## config.mk

```make
export PLATFORM = sky130hd
export DESIGN_NAME = i2c_slave_target
export DESIGN_NICKNAME = d
export VERILOG_FILES = /design/src/rtl/i2c_slave_target.sv
export SDC_FILE = /design/constraint.sdc
export NUM_CORES = 1
export LEC_CHECK = 0
export BUFFER_PORTS_ARGS = -buffer_cell sky130_fd_sc_hd__buf_2
export CAP_MARGIN = 0
export CORE_MARGIN = 1.5
export CORE_UTILIZATION = 45
export CTS_CLUSTER_SIZE = 25
export DETAILED_ROUTE_END_ITERATION = 12
export MAX_ROUTING_LAYER = met4
export PLACE_DENSITY = 0.67
export SETUP_SLACK_MARGIN = 0.2
export SLEW_MARGIN = 30
export SYNTH_ARGS = -nofsm -noshare
export SYNTH_HDL_FRONTEND = slang
export SYNTH_SLANG_ARGS = --single-unit
```

## constraint.sdc

```tcl
create_clock -name clk -period 2.7 [get_ports clk]
set_input_delay 0 -clock clk [delete_from_list [all_inputs] [get_ports clk]]
set_output_delay 0 -clock clk [all_outputs]
set_load 0.02 [all_outputs]
```

## src/rtl/i2c_slave_target.sv

```systemverilog
// I2C target: synchronizes SCL/SDA, detects START/STOP, matches a 7-bit address, moves bytes.
// Define I2C_SLAVE_GLITCH_FILTER_EN to add a 3-sample stability filter after each synchronizer.
module i2c_slave_target #(
  parameter logic [6:0] SLAVE_ADDR = 7'h50
) (
  input  logic       clk,
  input  logic       rst_n,
  input  logic       scl_i,
  input  logic       sda_i,
  output logic       sda_oe,
  output logic [7:0] rx_data,
  output logic       rx_valid,
  output logic       tx_req,
  input  logic [7:0] tx_data,
  output logic       busy,
  output logic       nack_seen
);

  typedef enum logic [2:0] {
    IDLE, ADDR, ACK_ADDR, RX_DATA, ACK_DATA, TX_DATA, GET_ACK, WAIT_STOP
  } state_t;

  state_t     state;
  logic [1:0] scl_sync, sda_sync;
  logic       scl_f, sda_f, scl_d, sda_d;
  logic [3:0] bit_cnt;
  logic [7:0] shreg, tx_sh;
  logic       rw;

  // Idle bus level is high, so reset the pipeline to 1 to avoid a false edge.
  always_ff @(posedge clk or negedge rst_n) begin
    if (!rst_n) begin
      scl_sync <= 2'b11;
      sda_sync <= 2'b11;
    end else begin
      scl_sync <= {scl_sync[0], scl_i};
      sda_sync <= {sda_sync[0], sda_i};
    end
  end

`ifdef I2C_SLAVE_GLITCH_FILTER_EN
  logic [1:0] scl_cnt, sda_cnt;
  logic       scl_flt, sda_flt;

  // Level follows the synced input only after 3 consecutive differing samples.
  always_ff @(posedge clk or negedge rst_n) begin
    if (!rst_n) begin
      scl_cnt <= '0;
      sda_cnt <= '0;
      scl_flt <= 1'b1;
      sda_flt <= 1'b1;
    end else begin
      if (scl_sync[1] == scl_flt) scl_cnt <= '0;
      else if (scl_cnt == 2'd2) begin
        scl_flt <= scl_sync[1];
        scl_cnt <= '0;
      end else scl_cnt <= scl_cnt + 2'd1;
      if (sda_sync[1] == sda_flt) sda_cnt <= '0;
      else if (sda_cnt == 2'd2) begin
        sda_flt <= sda_sync[1];
        sda_cnt <= '0;
      end else sda_cnt <= sda_cnt + 2'd1;
    end
  end
  assign scl_f = scl_flt;
  assign sda_f = sda_flt;
`else
  assign scl_f = scl_sync[1];
  assign sda_f = sda_sync[1];
`endif

  always_ff @(posedge clk or negedge rst_n) begin
    if (!rst_n) begin
      scl_d <= 1'b1;
      sda_d <= 1'b1;
    end else begin
      scl_d <= scl_f;
      sda_d <= sda_f;
    end
  end

  logic scl_rise, scl_fall, start_det, stop_det;
  assign scl_rise  = scl_f & ~scl_d;
  assign scl_fall  = ~scl_f & scl_d;
  assign start_det = scl_f & scl_d & sda_d & ~sda_f;
  assign stop_det  = scl_f & scl_d & ~sda_d & sda_f;

  always_ff @(posedge clk or negedge rst_n) begin
    if (!rst_n) begin
      state     <= IDLE;
      bit_cnt   <= '0;
      shreg     <= '0;
      tx_sh     <= '0;
      rw        <= 1'b0;
      sda_oe    <= 1'b0;
      rx_data   <= '0;
      rx_valid  <= 1'b0;
      tx_req    <= 1'b0;
      busy      <= 1'b0;
      nack_seen <= 1'b0;
    end else begin
      rx_valid  <= 1'b0;
      tx_req    <= 1'b0;
      nack_seen <= 1'b0;
      if (start_det) begin
        state   <= ADDR;
        bit_cnt <= '0;
        sda_oe  <= 1'b0;
        busy    <= 1'b1;
      end else if (stop_det) begin
        state  <= IDLE;
        sda_oe <= 1'b0;
        busy   <= 1'b0;
      end else begin
        case (state)
          ADDR: if (scl_rise) begin
            shreg   <= {shreg[6:0], sda_f};
            bit_cnt <= bit_cnt + 4'd1;
            if (bit_cnt == 4'd7) begin
              if (shreg[6:0] == SLAVE_ADDR) begin
                state  <= ACK_ADDR;
                rw     <= sda_f;
                tx_req <= sda_f;
              end else state <= WAIT_STOP;
            end
          end
          // bit_cnt 8: ACK not yet driven; 9: driving ACK, next fall ends the 9th clock.
          ACK_ADDR, ACK_DATA: if (scl_fall) begin
            if (bit_cnt == 4'd8) begin
              sda_oe  <= 1'b1;
              bit_cnt <= 4'd9;
            end else if (state == ACK_ADDR && rw) begin
              state   <= TX_DATA;
              tx_sh   <= tx_data;
              sda_oe  <= ~tx_data[7];
              bit_cnt <= 4'd1;
            end else begin
              state   <= RX_DATA;
              sda_oe  <= 1'b0;
              bit_cnt <= '0;
            end
          end
          RX_DATA: if (scl_rise) begin
            shreg   <= {shreg[6:0], sda_f};
            bit_cnt <= bit_cnt + 4'd1;
            if (bit_cnt == 4'd7) begin
              rx_data  <= {shreg[6:0], sda_f};
              rx_valid <= 1'b1;
              state    <= ACK_DATA;
            end
          end
          TX_DATA: if (scl_fall) begin
            if (bit_cnt == 4'd8) begin
              sda_oe  <= 1'b0;
              state   <= GET_ACK;
              bit_cnt <= '0;
            end else begin
              sda_oe  <= ~tx_sh[6];
              tx_sh   <= {tx_sh[6:0], 1'b0};
              bit_cnt <= bit_cnt + 4'd1;
            end
          end
          GET_ACK: begin
            if (scl_rise) begin
              if (sda_f) begin
                nack_seen <= 1'b1;
                state     <= WAIT_STOP;
              end else begin
                tx_req  <= 1'b1;
                bit_cnt <= 4'd9;
              end
            end else if (scl_fall && bit_cnt == 4'd9) begin
              state   <= TX_DATA;
              tx_sh   <= tx_data;
              sda_oe  <= ~tx_data[7];
              bit_cnt <= 4'd1;
            end
          end
          default: sda_oe <= 1'b0;
        endcase
      end
    end
  end

endmodule

```

# == Yosys cells after proc, flatten, opt, wreduce, memory -nomap -nowiden ==
# Index checks and enable logic that the tools add are counted.
# word_totals
ff_bits,41
in_bits,12
output_inout_bits,13
# classes
n_addsub,1
n_mux,66
n_eq_ne,36
n_reduce_logical,15
n_bitwise,15
# ops
cell,count
$mux 7,7
$ne 4x4->1 const B,12
$mux 3,15
$mux 4,10
$mux 1,29
$pmux 7 s3,1
$ne 2x2->1 const B,8
$pmux 4 s4,1
$pmux 3 s5,1
$reduce_and 11->1,1
$ne 5x5->1 const B,2
$reduce_and 10->1,1
$reduce_and 5->1,2
$eq 3x3->1 const B,3
$eq 4x4->1 const B,2
$not 1->1,8
$and 1x1->1,7
$eq 7x7->1 const B,1
$reduce_and 7->1,1
$reduce_bool 7->1,1
$eq 3x2->1 const B,2
$ne 3x1->1 const B,2
$ne 3x3->1 const B,2
$reduce_and 6->1,1
11 further kinds,13

# == Longest topological paths before layout ==
# depth
word_depth,8
ltp_mapped,7
mapped_depth_nobuf,7

# == Worst setup path before layout ==
# Ideal clock, no wire load.
# synth_timing
kind,flip-flop to flip-flop
from,register bit_cnt[0]
to,register state[0]
path_buffers,0
t_required_ps,2572
synth_period_minus_slack_ps,1920
t_arrival_ps,1793
stages_incl_launch_ff,8
setup_slack_ps,780
cell_sequence,dfrtp_1 inv_1 ha_1 nand3b_1 maj3_1 o22ai_1 o21ai_1 mux2_1
# synth_via
elab_chain_len,4
elab_cells_between_ends,10
classes_between,eq/ne: 8; reduce/logical: 2
# synth_lines
item,line_no,rtl
from (decl),26,logic [3:0] bit_cnt;
from (signal assigned),118,bit_cnt <= bit_cnt + 4'd1;
from (signal assigned),145,bit_cnt <= bit_cnt + 4'd1;
from (signal assigned),160,bit_cnt <= bit_cnt + 4'd1;
$eq 4x4->1,172,end else if (scl_fall && bit_cnt == 4'd9) begin
$logic_and 1x1->1,172,
$ne 5x5->1 (no source line),--,
$reduce_and 11->1 (no source line) (*),--,
to (signal assigned),155,state <= GET_ACK;
to (signal assigned),167,state <= WAIT_STOP;
to (signal assigned),173,state <= TX_DATA;
to (decl),23,state_t state;
# Mark *: on every way between the ends. The rest lies on a longest branch, timed or not.
# A chain may end at the register's enable or synchronous reset.

# == Worst setup path after layout ==
# layout_timing
from,register scl_d
to,register bit_cnt[3]
# layout_via
elab_chain_len,6
elab_cells_between_ends,21
classes_between,eq/ne: 6; mux: 4; bitwise: 8; reduce/logical: 3
# layout_lines
item,line_no,rtl
from (decl),25,"logic scl_f, sda_f, scl_d, sda_d;"
from (signal assigned),77,scl_d <= scl_f;
$not 1->1,83,assign scl_rise = scl_f & ~scl_d;
$and 1x1->1,83,
$mux 4,164,if (scl_rise) begin
$pmux 4 s4,115,case (state)
$mux 4,110,end else if (stop_det) begin
$mux 4,105,if (start_det) begin
# Several ways; a longest one is shown, not always the timed one. The select of a mux whose other input is x is not followed.

==> flow_summary.json <==
{
  "status": "finished, final reports clean",
  "fin_crit_sh_pct": 84.3,
  "p_leak_uw": 0.00118,
  "grt_max_degree": 42,
  "dieArea_um2": 5390,
  "core_area_um2": 4750,
  "power.density_nw_per_um2": 986,
  "vias": 1660,
  "vias_per_cell": 5.44,
  "vdd_drop_max_uv": 525,
  "setup_viol": 0,
  "drive_gt1_share_pct": 31.1,
  "final_common_cell": "dfrtp_1",
  "worstMarginPinSlew_ps": 588,
  "io_pins": 25,
  "maxCapViolations": 0,
  "post_cts_buffers": 0,
  "cts_root_buf": "clkbuf_8",
  "path_cells": "nor2b_1 > o21ai_0 > a311o_1 > or2_4 > mux2_4",
  "gp_congestion": 0.928,
  "route.detailed.drc": 0,
  "cts_tree": "built",
  "grt_pass1_wl_mm": 7.31,
  "cts_resized": 0,
  "die_w_um": 73.5,
  "path_clk_slew_ps": 70,
  "wire_per_inst_um": 14.4,
  "synth_nets": 221,
  "synthesis.area_um2": 2230,
  "overflow": 0,
  "cts_buffers": 5,
  "period_needed_ps": 2280,
  "antenna_found_initial": 0,
  "synth_warnings": 0,
  "end_kind": "flop",
  "ys_seq_area_share_pct": 46.3,
  "syn_to_final_growth_pct": 14.6,
  "ys_seq_elements": 41,
  "fmax_mhz": 439,
  "hold_path.class": "input port to flop",
  "worstPathRequired_ps": 2880,
  "drt_wl_total_mm": 4.40,
  "drt_iter0_drc": 105,
  "firstDrtPassIters": 4,
  "crit_arrival_ps": 2460,
  "hold_violations": 0,
  "drv_slew": 0,
  "synth-edff-count": 0,
  "layout_common_cells": "dfrtp_1 (35), buf_2 (23), mux2_2 (21), nand2_1 (15), o21ai_0 (11)",
  "grt_pass1_vias": 1476,
  "p_total_uw": 2530,
  "syn_inst": 206,
  "die_h_um": 73.5,
  "synth_flop_cell": "dfrtp_1",
  "track_usage_pct": 18.5,
  "cts_max_path_buffers": 2,
  "avgSynthCellArea_um2": 10.8,
  "fin_nets": 252,
  "fin_skew_ps": 7.60,
  "start_kind": "flop",
  "async_flop_share_pct": 100,
  "cts.sinks": 41,
  "slowest_delay_ps": 570,
  "hold_buffers": 4,
  "path_class": "flop to flop",
  "slew_headroom_pct": 60.7,
  "tns_ps": 0,
  "portBuffers": 24,
  "critPathMaxFanout": 9,
  "rows": 25,
  "clk_latency_ps": 300,
  "h-tree-depth": 2,
  "dp_hpwl_mm": 3.11,
  "cp_slowest_cell": "dfstp_2",
  "num_antenna_cells": 0,
  "synthDistinctLibCells": 63,
  "ant_nets": 0,
  "rsz0062_at_grt": "false",
  "start_util_pct": 47.0
}
-- cells in the mapped netlist (all sizes together) (4+ instances only) --
cell type  count  area, µm²
a211oi         4       30.0
a21oi          9       48.8
buf            7       42.5
dfrtp         35        876
dfstp          6        158
inv            6       22.5
mux2          29        330
nand2         15       56.3
nand2b         5       31.3
nor2          10       40.0
nor2b          4       27.5
nor3           4       20.0
o21ai         14       70.1
-- final timing paths --
| check | from | endpoint | slack (ps) | depth (start not counted) |
|---|---|---|---|---|
| worst max-delay path | scl_d$_DFF_PN1_ | bit_cnt[3]$_DFFE_PN0P_ | 420 | 5 |
| max in group asynchronous | rst_n | sda_d$_DFF_PN1_ | 2130 | 2 |
| min in group asynchronous | rst_n | tx_sh[3]$_DFFE_PN0P_ | 210 | 2 |
| worst min register to register | scl_sync[0]$_DFF_PN1_ | scl_sync[1]$_DFF_PN1_ | 360 | 0 |
| worst max register to register | scl_d$_DFF_PN1_ | bit_cnt[3]$_DFFE_PN0P_ | 420 | 5 |
| worst min-delay path | tx_data[1] | tx_sh[1]$_DFFE_PN0P_ | 20 | 4 |
-- sequential cells by signal (all words and copies together), names as in the netlist, 2 cells and up --
signal / count
bit_cnt: 4
rx_data: 8
scl_sync: 2
sda_sync: 2
shreg: 7
state: 3
tx_sh: 7
-- routing by layer --
metal / vias to the layer above / GRT usage [%] / part of all wire [%]
met1: 804 / 25.5 / 48
met5: - / - / 0
met2: 33 / 26.7 / 47
met3: 8 / 4.12 / 4.1
li1: 815 / - / -
met4: 0 / 6.79 / 1.8
-- metrics by stage --
step	utilization, %	worst slack [ps]	cells	hold slack, ps	area (µm²)
4_1_cts	53.8	452	305	17.5	2560
3_5_place_dp	50.9	473	293	106	2420
2_1_floorplan	-	780	206	-296	2230
3_3_place_gp	50.9	518	293	106	2420
6_report	53.8	423	305	17.4	2560
5_1_grt	53.8	299	305	53.2	2560
-- cells by family (layout without fill, tap and decap cells) --
family / Yosys count / in the layout / share of synthesized area (%)
and+or+nand+nor: 62 / 62 / 16.0
xor gates and xnor gates: 2 / 2 / 0.784
buffers and inverters: 15 / 47 / 3.42
adders and majority gates: 4 / 4 / 2.13
AOI/OAI and AO/OA: 50 / 50 / 15.3
DFF: 41 / 41 / 46.3
muxes: 32 / 32 / 16.1
-- critical path: cells and delay by family, from the launching register on --
kind            cells  cell delay, ps
simple gates        2             780
flops               1             570
compound gates      2             520
mux                 1             290
-- area by class of cell --
cell class,count,area [µm²]
fillers,439,2190
multi-input cells,150,1120
flip-flops and latches,41,1030
repair buffers,33,200
well taps,67,83.8
clock buffers,6,82.6
inverters,6,22.5
clock inverters,2,13.8
-- where the power goes --
group          leakage, µW  internal [µW]  switching (µW)
Clock            0.0000512            207             212
Sequential        0.000516            783             173
Combinational     0.000612            552             599
Total              0.00118           1540             984
(Power assumes the default switching activity.)
